File: config.mk
export PLATFORM = sky130hd
export DESIGN_NAME = fifo_push_arbiter
export DESIGN_NICKNAME = d
export VERILOG_FILES = /design/src/rtl/fifo_arb_pkg.sv /design/src/rtl/rr_arb_pick.sv /design/src/rtl/fifo_push_arbiter.sv
export SDC_FILE = /design/constraint.sdc
export NUM_CORES = 1
export LEC_CHECK = 0
export BUFFER_PORTS_ARGS = -buffer_cell sky130_fd_sc_hd__buf_2
export CAP_MARGIN = 20
export CORE_MARGIN = 3
export CORE_UTILIZATION = 44
export CTS_BUF_LIST = sky130_fd_sc_hd__clkbuf_8
export DETAILED_ROUTE_END_ITERATION = 8
export GPL_ROUTABILITY_DRIVEN = 1
export HOLD_SLACK_MARGIN = 0.05
export PLACE_DENSITY = 0.94
export SLEW_MARGIN = 30
export SYNTH_ARGS = -nofsm -noshare
export SYNTH_HDL_FRONTEND = slang
export SYNTH_SLANG_ARGS = --single-unit
export TNS_END_PERCENT = 100
File: constraint.sdc
create_clock -name clk -period 5.9 [get_ports clk]
set_clock_uncertainty 0.15 [all_clocks]
set_input_delay 1.77 -clock clk [delete_from_list [all_inputs] [get_ports clk]]
set_output_delay 1.77 -clock clk [all_outputs]
set_load 0.01 [all_outputs]
File: src/rtl/fifo_arb_pkg.sv
// Shared types and helpers for the FIFO push-port arbiter.
//   state_t      : arbiter FSM states (IDLE / LOCKED)
//   parity_of()  : parity bit appended to the FIFO word (even or odd sense)
//   owner_w_of() : owner index width for a given requester count
package fifo_arb_pkg;

    typedef enum logic {
        IDLE   = 1'b0,
        LOCKED = 1'b1
    } state_t;

    // Widest payload parity_of() accepts; narrower payloads are zero-extended,
    // which leaves the reduction XOR unchanged.
    localparam int PAR_MAX_W = 1024;

    function automatic logic parity_of(input logic [PAR_MAX_W-1:0] payload,
                                       input logic                 even_odd);
        return (^payload) ^ even_odd;
    endfunction

    function automatic int owner_w_of(input int n_req);
        return (n_req > 1) ? $clog2(n_req) : 1;
    endfunction

endpackage

File: src/rtl/rr_arb_pick.sv
// Cyclic priority search: returns the first set bit of i_req at or after
// i_start, wrapping around. Purely combinational.
//   i_req   : request vector
//   i_start : index with highest priority
//   o_found : any request set
//   o_idx   : winning index (0 when nothing is found)
module rr_arb_pick #(
    parameter int N  = 4,
    parameter int IW = 2
) (
    input  logic [N-1:0]  i_req,
    input  logic [IW-1:0] i_start,
    output logic          o_found,
    output logic [IW-1:0] o_idx
);

    always_comb begin
        int c;
        c       = 0;
        o_found = |i_req;
        o_idx   = '0;
        // Walk from the lowest priority upward so the closest hit to
        // i_start is the last one written.
        for (int i = N - 1; i >= 0; i--) begin
            c = int'(i_start) + i;
            if (c >= N) c = c - N;
            if (i_req[c]) o_idx = IW'(c);
        end
    end

endmodule

File: src/rtl/fifo_push_arbiter.sv
// Shares the single push port of the parity-checked FIFO between N_REQ
// producers. Round-robin ownership, at most MAX_BURST transfers per
// ownership, parity bit appended in bit 0 of the FIFO word.
//   clk, rst       : clock, synchronous active-high reset
//   req_valid_i    : per-requester valid
//   req_data_i     : payloads, requester k at [k*DATA_WIDTH +: DATA_WIDTH]
//   req_grant_o    : one-hot, transfer for requester k this cycle
//   push_data_o    : {payload, parity} to FIFO push_data_i
//   push_valid_o   : to FIFO push_valid_i
//   push_grant_i   : from FIFO push_grant_o
//   owner_o        : current owner index
//   xfer_count_o   : total accepted transfers (wraps)
module fifo_push_arbiter
    import fifo_arb_pkg::*;
#(
    parameter int  DATA_WIDTH = 32,
    parameter int  N_REQ      = 4,
    parameter int  MAX_BURST  = 4,
    parameter bit  EVEN_ODD   = 1'b0,
    localparam int OWNER_W    = owner_w_of(N_REQ)
) (
    input  logic                        clk,
    input  logic                        rst,
    input  logic [N_REQ-1:0]            req_valid_i,
    input  logic [N_REQ*DATA_WIDTH-1:0] req_data_i,
    output logic [N_REQ-1:0]            req_grant_o,
    output logic [DATA_WIDTH:0]         push_data_o,
    output logic                        push_valid_o,
    input  logic                        push_grant_i,
    output logic [OWNER_W-1:0]          owner_o,
    output logic [15:0]                 xfer_count_o
);

    state_t                r_state,      w_state_nxt;
    logic [OWNER_W-1:0]    r_owner,      w_owner_nxt;
    logic [OWNER_W-1:0]    r_rr_ptr,     w_rr_ptr_nxt;
    logic [7:0]            r_burst_cnt,  w_burst_nxt;
    logic [15:0]           r_xfer_count, w_xfer_nxt;

    logic [OWNER_W-1:0]    w_owner_inc;
    logic [OWNER_W-1:0]    w_start;
    logic [OWNER_W-1:0]    w_win;
    logic                  w_found;
    logic [DATA_WIDTH-1:0] w_own_data;
    logic                  w_own_vld;
    logic                  w_locked;
    logic                  w_xfer;
    logic                  w_release;

    // Owner's lane selected by compare rather than a variable part-select so
    // an unused owner code (non-power-of-two N_REQ) reads as zero.
    always_comb begin
        w_own_data = '0;
        w_own_vld  = 1'b0;
        for (int k = 0; k < N_REQ; k++) begin
            if (r_owner == OWNER_W'(k)) begin
                w_own_data = req_data_i[k*DATA_WIDTH +: DATA_WIDTH];
                w_own_vld  = req_valid_i[k];
            end
        end
    end

    assign w_owner_inc = (r_owner == OWNER_W'(N_REQ - 1)) ? '0 : r_owner + 1'b1;

    // While locked, search starts one past the owner, so the old owner can
    // only re-win when it is the sole requester.
    assign w_start = (r_state == LOCKED) ? w_owner_inc : r_rr_ptr;

    rr_arb_pick #(
        .N  (N_REQ),
        .IW (OWNER_W)
    ) u_pick (
        .i_req   (req_valid_i),
        .i_start (w_start),
        .o_found (w_found),
        .o_idx   (w_win)
    );

    // rst gates the combinational outputs so no grant escapes in a reset cycle.
    assign w_locked  = (r_state == LOCKED) && !rst;
    assign w_xfer    = w_locked && w_own_vld && push_grant_i;
    assign w_release = (r_state == LOCKED) &&
                       (!w_own_vld || (w_xfer && r_burst_cnt == 8'(MAX_BURST - 1)));

    // State register
    always_ff @(posedge clk) begin
        if (rst) begin
            r_state      <= IDLE;
            r_owner      <= '0;
            r_rr_ptr     <= '0;
            r_burst_cnt  <= '0;
            r_xfer_count <= '0;
        end else begin
            r_state      <= w_state_nxt;
            r_owner      <= w_owner_nxt;
            r_rr_ptr     <= w_rr_ptr_nxt;
            r_burst_cnt  <= w_burst_nxt;
            r_xfer_count <= w_xfer_nxt;
        end
    end

    // Next-state logic
    always_comb begin
        w_state_nxt  = r_state;
        w_owner_nxt  = r_owner;
        w_rr_ptr_nxt = r_rr_ptr;
        w_burst_nxt  = w_xfer ? r_burst_cnt + 8'd1 : r_burst_cnt;
        w_xfer_nxt   = r_xfer_count + 16'(w_xfer);
        case (r_state)
            IDLE: begin
                if (w_found) begin
                    w_state_nxt = LOCKED;
                    w_owner_nxt = w_win;
                    w_burst_nxt = '0;
                end
            end
            LOCKED: begin
                if (w_release) begin
                    w_rr_ptr_nxt = w_owner_inc;
                    w_burst_nxt  = '0;
                    if (w_found) w_owner_nxt = w_win;
                    else         w_state_nxt = IDLE;
                end
            end
            default: w_state_nxt = IDLE;
        endcase
    end

    // Outputs
    always_comb begin
        push_valid_o = w_locked && w_own_vld;
        push_data_o  = '0;
        if (w_locked)
            push_data_o = {w_own_data, parity_of(PAR_MAX_W'(w_own_data), EVEN_ODD)};
        req_grant_o  = '0;
        for (int k = 0; k < N_REQ; k++)
            req_grant_o[k] = w_xfer && (r_owner == OWNER_W'(k));
        owner_o      = r_owner;
        xfer_count_o = r_xfer_count;
    end

endmodule

==> results.yml <==
grt:
  grt_pass1_wl_um: 17600
  grt_pass1_vias: 3672
  grt-ovfl-total: 0
  grt_usage: 0.291
  antenna_found_initial: 0
  grt_max_degree: 35
outcome:
  violations: "setup timing"
  status: "finished with violations"
synth:
  synth_seq_cells: 29
  synthFlopType: "dfxtp_1"
  syn_nets: 510
  syn_inst: 368
  yosysWarningCount: 0
  syn_avg_cell_area_um2: 7.64
  synthesis.area_um2: 2810
  yosys-top-cells-area: "dfxtp_1 (21%), nor2_1 (6.1%), a221o_1 (6.1%), o211a_1 (5.3%), a211o_1 (5.0%)"
  synth_top_area_cell: "dfxtp_1"
  synth.distinct_cells: 39
  ys_seq_area_frac: 0.207
  yosysTopAreaCellShare: 0.207
  synth_edf_count: 0
  synthArstFlopShare: 0
floorplan:
  core-area_um2: 6060
  die_area_um2: 7380
  die_height_um: 85.9
  top_level_ports: 191
  die_w_um: 85.9
  num_rows: 28
  initial_core_util: 0.464
power:
  powerDensity_nw_per_um2: 271
  p_leak_uw: 0.00206
  peakVddDrop_mv: 0.177
sta:
  period_needed_ns: 5.92
  slew_viol_final: 0
  post-route-period-util: 1.00
  slew_headroom: 0.533
  finalHoldViolCount: 0
  tns_ns: -0.0207
  setup_slack_ns: -0.0207
  rsz0062_at_grt: "yes"
  worstMarginPinSlew_ns: 0.697
  fmax_ghz: 0.169
  finalSetupViolCount: 1
clock_tree:
  cts_max_level: 2
  clock_path_buffers: 2
  clock_latency_ns: 0.28
  cts_tree: "done"
  cts.sink_count: 29
  root_buffer: "clkbuf_8"
  path_clk_slew_ns: 0.07
  cts_made_buffers: 5
route:
  wl_per_cell_um: 18.5
  firstDrtPassIters: 5
  vias: 3933
  wl_um: 11800
  viasPerCell: 6.18
  ant_nets: 0
  remaining_drc_errors: 0
  dr.first_iter.drc_count: 282
layout:
  multiInputGateArea_um2: 2150
  ff_latch_area_um2: 581
  finalNonFillerCells: 636
  final_common_cell: "buf_2"
  fillers: 510
  fin_nets: 701
  design_area_um2: 4080
  drive_above_1_share: 0.421
  final_cell_mix: "buf_2 (189), nor2_1 (46), dfxtp_1 (29)"
  fin_util: 0.673
  syn2layout_area_growth_pct: 45.1
placed_design:
  place_hpwl_um: 9080
  place_area_um2: 3880
  gp_congestion: 1.01
  io_buffers: 190
  pre_cts_slack_ns: -0.105
  dp.cells: 622
worst_hold_path:
  hold_path.class: "register to register"
worst_setup_path:
  crit_arrival_ns: 4.00
  cp_max_fo: 2
  crit_top_cell: "a211o_1"
  crit_buf_inv: 2
  critPathKind: "primary input to primary output"
  path_cells: "buf_6 -> a221o_1 -> a211o_1 -> a211o_1 -> a211o_1 -> a211o_1 -> a211o_1 -> a21oi_2 -> buf_2"
  slowest_delay_ns: 0.33
  crit_family: "compound AO/OA/AOI/OAI gates"
  end_kind: "primary output"
  slowest_stage: "a221o_1"
  start_kind: "primary input"
  cp.required_ns: 3.98
run:
  max-cap-violations: 0
## report_power, final
group | switching, uW | total [uW] | internal [uW]
Combinational | 393 | 742 | 349
Sequential | 6.31 | 207 | 201
Clock | 75.0 | 155 | 79.8
Total | 474 | 1100 | 629
## sequential cells by signal (all words and copies together) (netlist names)
register / cells
xfer_count_o: 16
r_burst_cnt: 8
owner_o: 2
r_rr_ptr: 2
r_state: 1
## metrics by stage
step | power, uW | hold slack (ns)
3_5_place_dp | 858 | 0.337
6_report | 1100 | 0.353
5_1_grt | 1170 | 0.377
4_1_cts | 1040 | 0.352
2_1_floorplan | 659 | 0.306
3_3_place_gp | 843 | 0.319
## Yosys cell counts (6+ instances only)
| master | number |
|---|---|
| and3_1 | 7 |
| dfxtp_1 | 29 |
| o211ai_1 | 16 |
| o22ai_1 | 16 |
| nor2_1 | 46 |
| nand4_1 | 7 |
| clkbuf_1 | 20 |
| o211a_1 | 15 |
| nand3_1 | 10 |
| ha_1 | 7 |
| inv_1 | 6 |
| xor2_1 | 16 |
| a211o_1 | 16 |
| a221o_1 | 17 |
| nor3_1 | 17 |
| nand2_1 | 25 |
| a211oi_1 | 15 |
| a221oi_1 | 16 |
| o22a_1 | 16 |
| a21oi_1 | 6 |
## cell families (layout without fill, tap and decap cells)
| logic type | Yosys count | count (layout) | share of synthesized area |
|---|---|---|---|
| and+or+nand+nor | 129 | 129 | 0.213 |
| DFF | 29 | 29 | 0.207 |
| adders and majority gates | 7 | 7 | 0.0312 |
| xor gates and xnor gates | 19 | 19 | 0.0592 |
| AOI/OAI and AO/OA | 144 | 144 | 0.420 |
| other | 0 | 1 | 0 |
| muxes | 5 | 5 | 0.0178 |
| buffers and inverters | 35 | 227 | 0.0516 |
## worst paths after layout
| check | from | endpoint | slack [ns] | depth (start not counted) |
|---|---|---|---|---|
| worst max register to register | owner_o[1] | xfer_count_o[12] | 2.27 | 11 |
| worst min register to register | xfer_count_o[12] | xfer_count_o[12] | 0.35 | 2 |
| worst max-delay path | req_data_i[60] | push_data_o[0] | -0.02 | 9 |
| worst min-delay path | xfer_count_o[12] | xfer_count_o[12] | 0.35 | 2 |
## routing by layer
metal | part of all wire | track usage | routed length, um
met5 | 0 | 0 | 0
met2 | 0.49 | 0.527 | 5800
met1 | 0.38 | 0.340 | 4470
met4 | 0.032 | 0.0921 | 376
met3 | 0.097 | 0.0624 | 1140
## worst register-to-register path: stages (launching register included)
cell	delay, ns
dfxtp_1	0.42
inv_1	0.10
ha_1	0.21
nor2b_2	0.57
a221o_1	0.26
a22o_1	0.18
and4b_1	0.46
ha_1	0.28
ha_1	0.35
nand3_1	0.13
or3_1	0.32
a21oi_1	0.14
## area by class of cell
type                            count  area share
Multi-Input combinational cell    304       0.528
Inverter                            6     0.00552
Clock buffer                        5      0.0169
Timing Repair Buffer              213       0.280
Sequential cell                    29       0.142
Antenna cell                        1    0.000614
Clock inverter                      3     0.00338
Tap cell                           75      0.0230
## repair_timing
action                     4_1_cts  5_1_grt
gates resized for setup          2       13
setup endpoints to repair        1        1
pin swaps                        7       10
setup buffers                    2        3
hold buffers                     0        0
No activity file was read; power rests on OpenSTA's default activity.
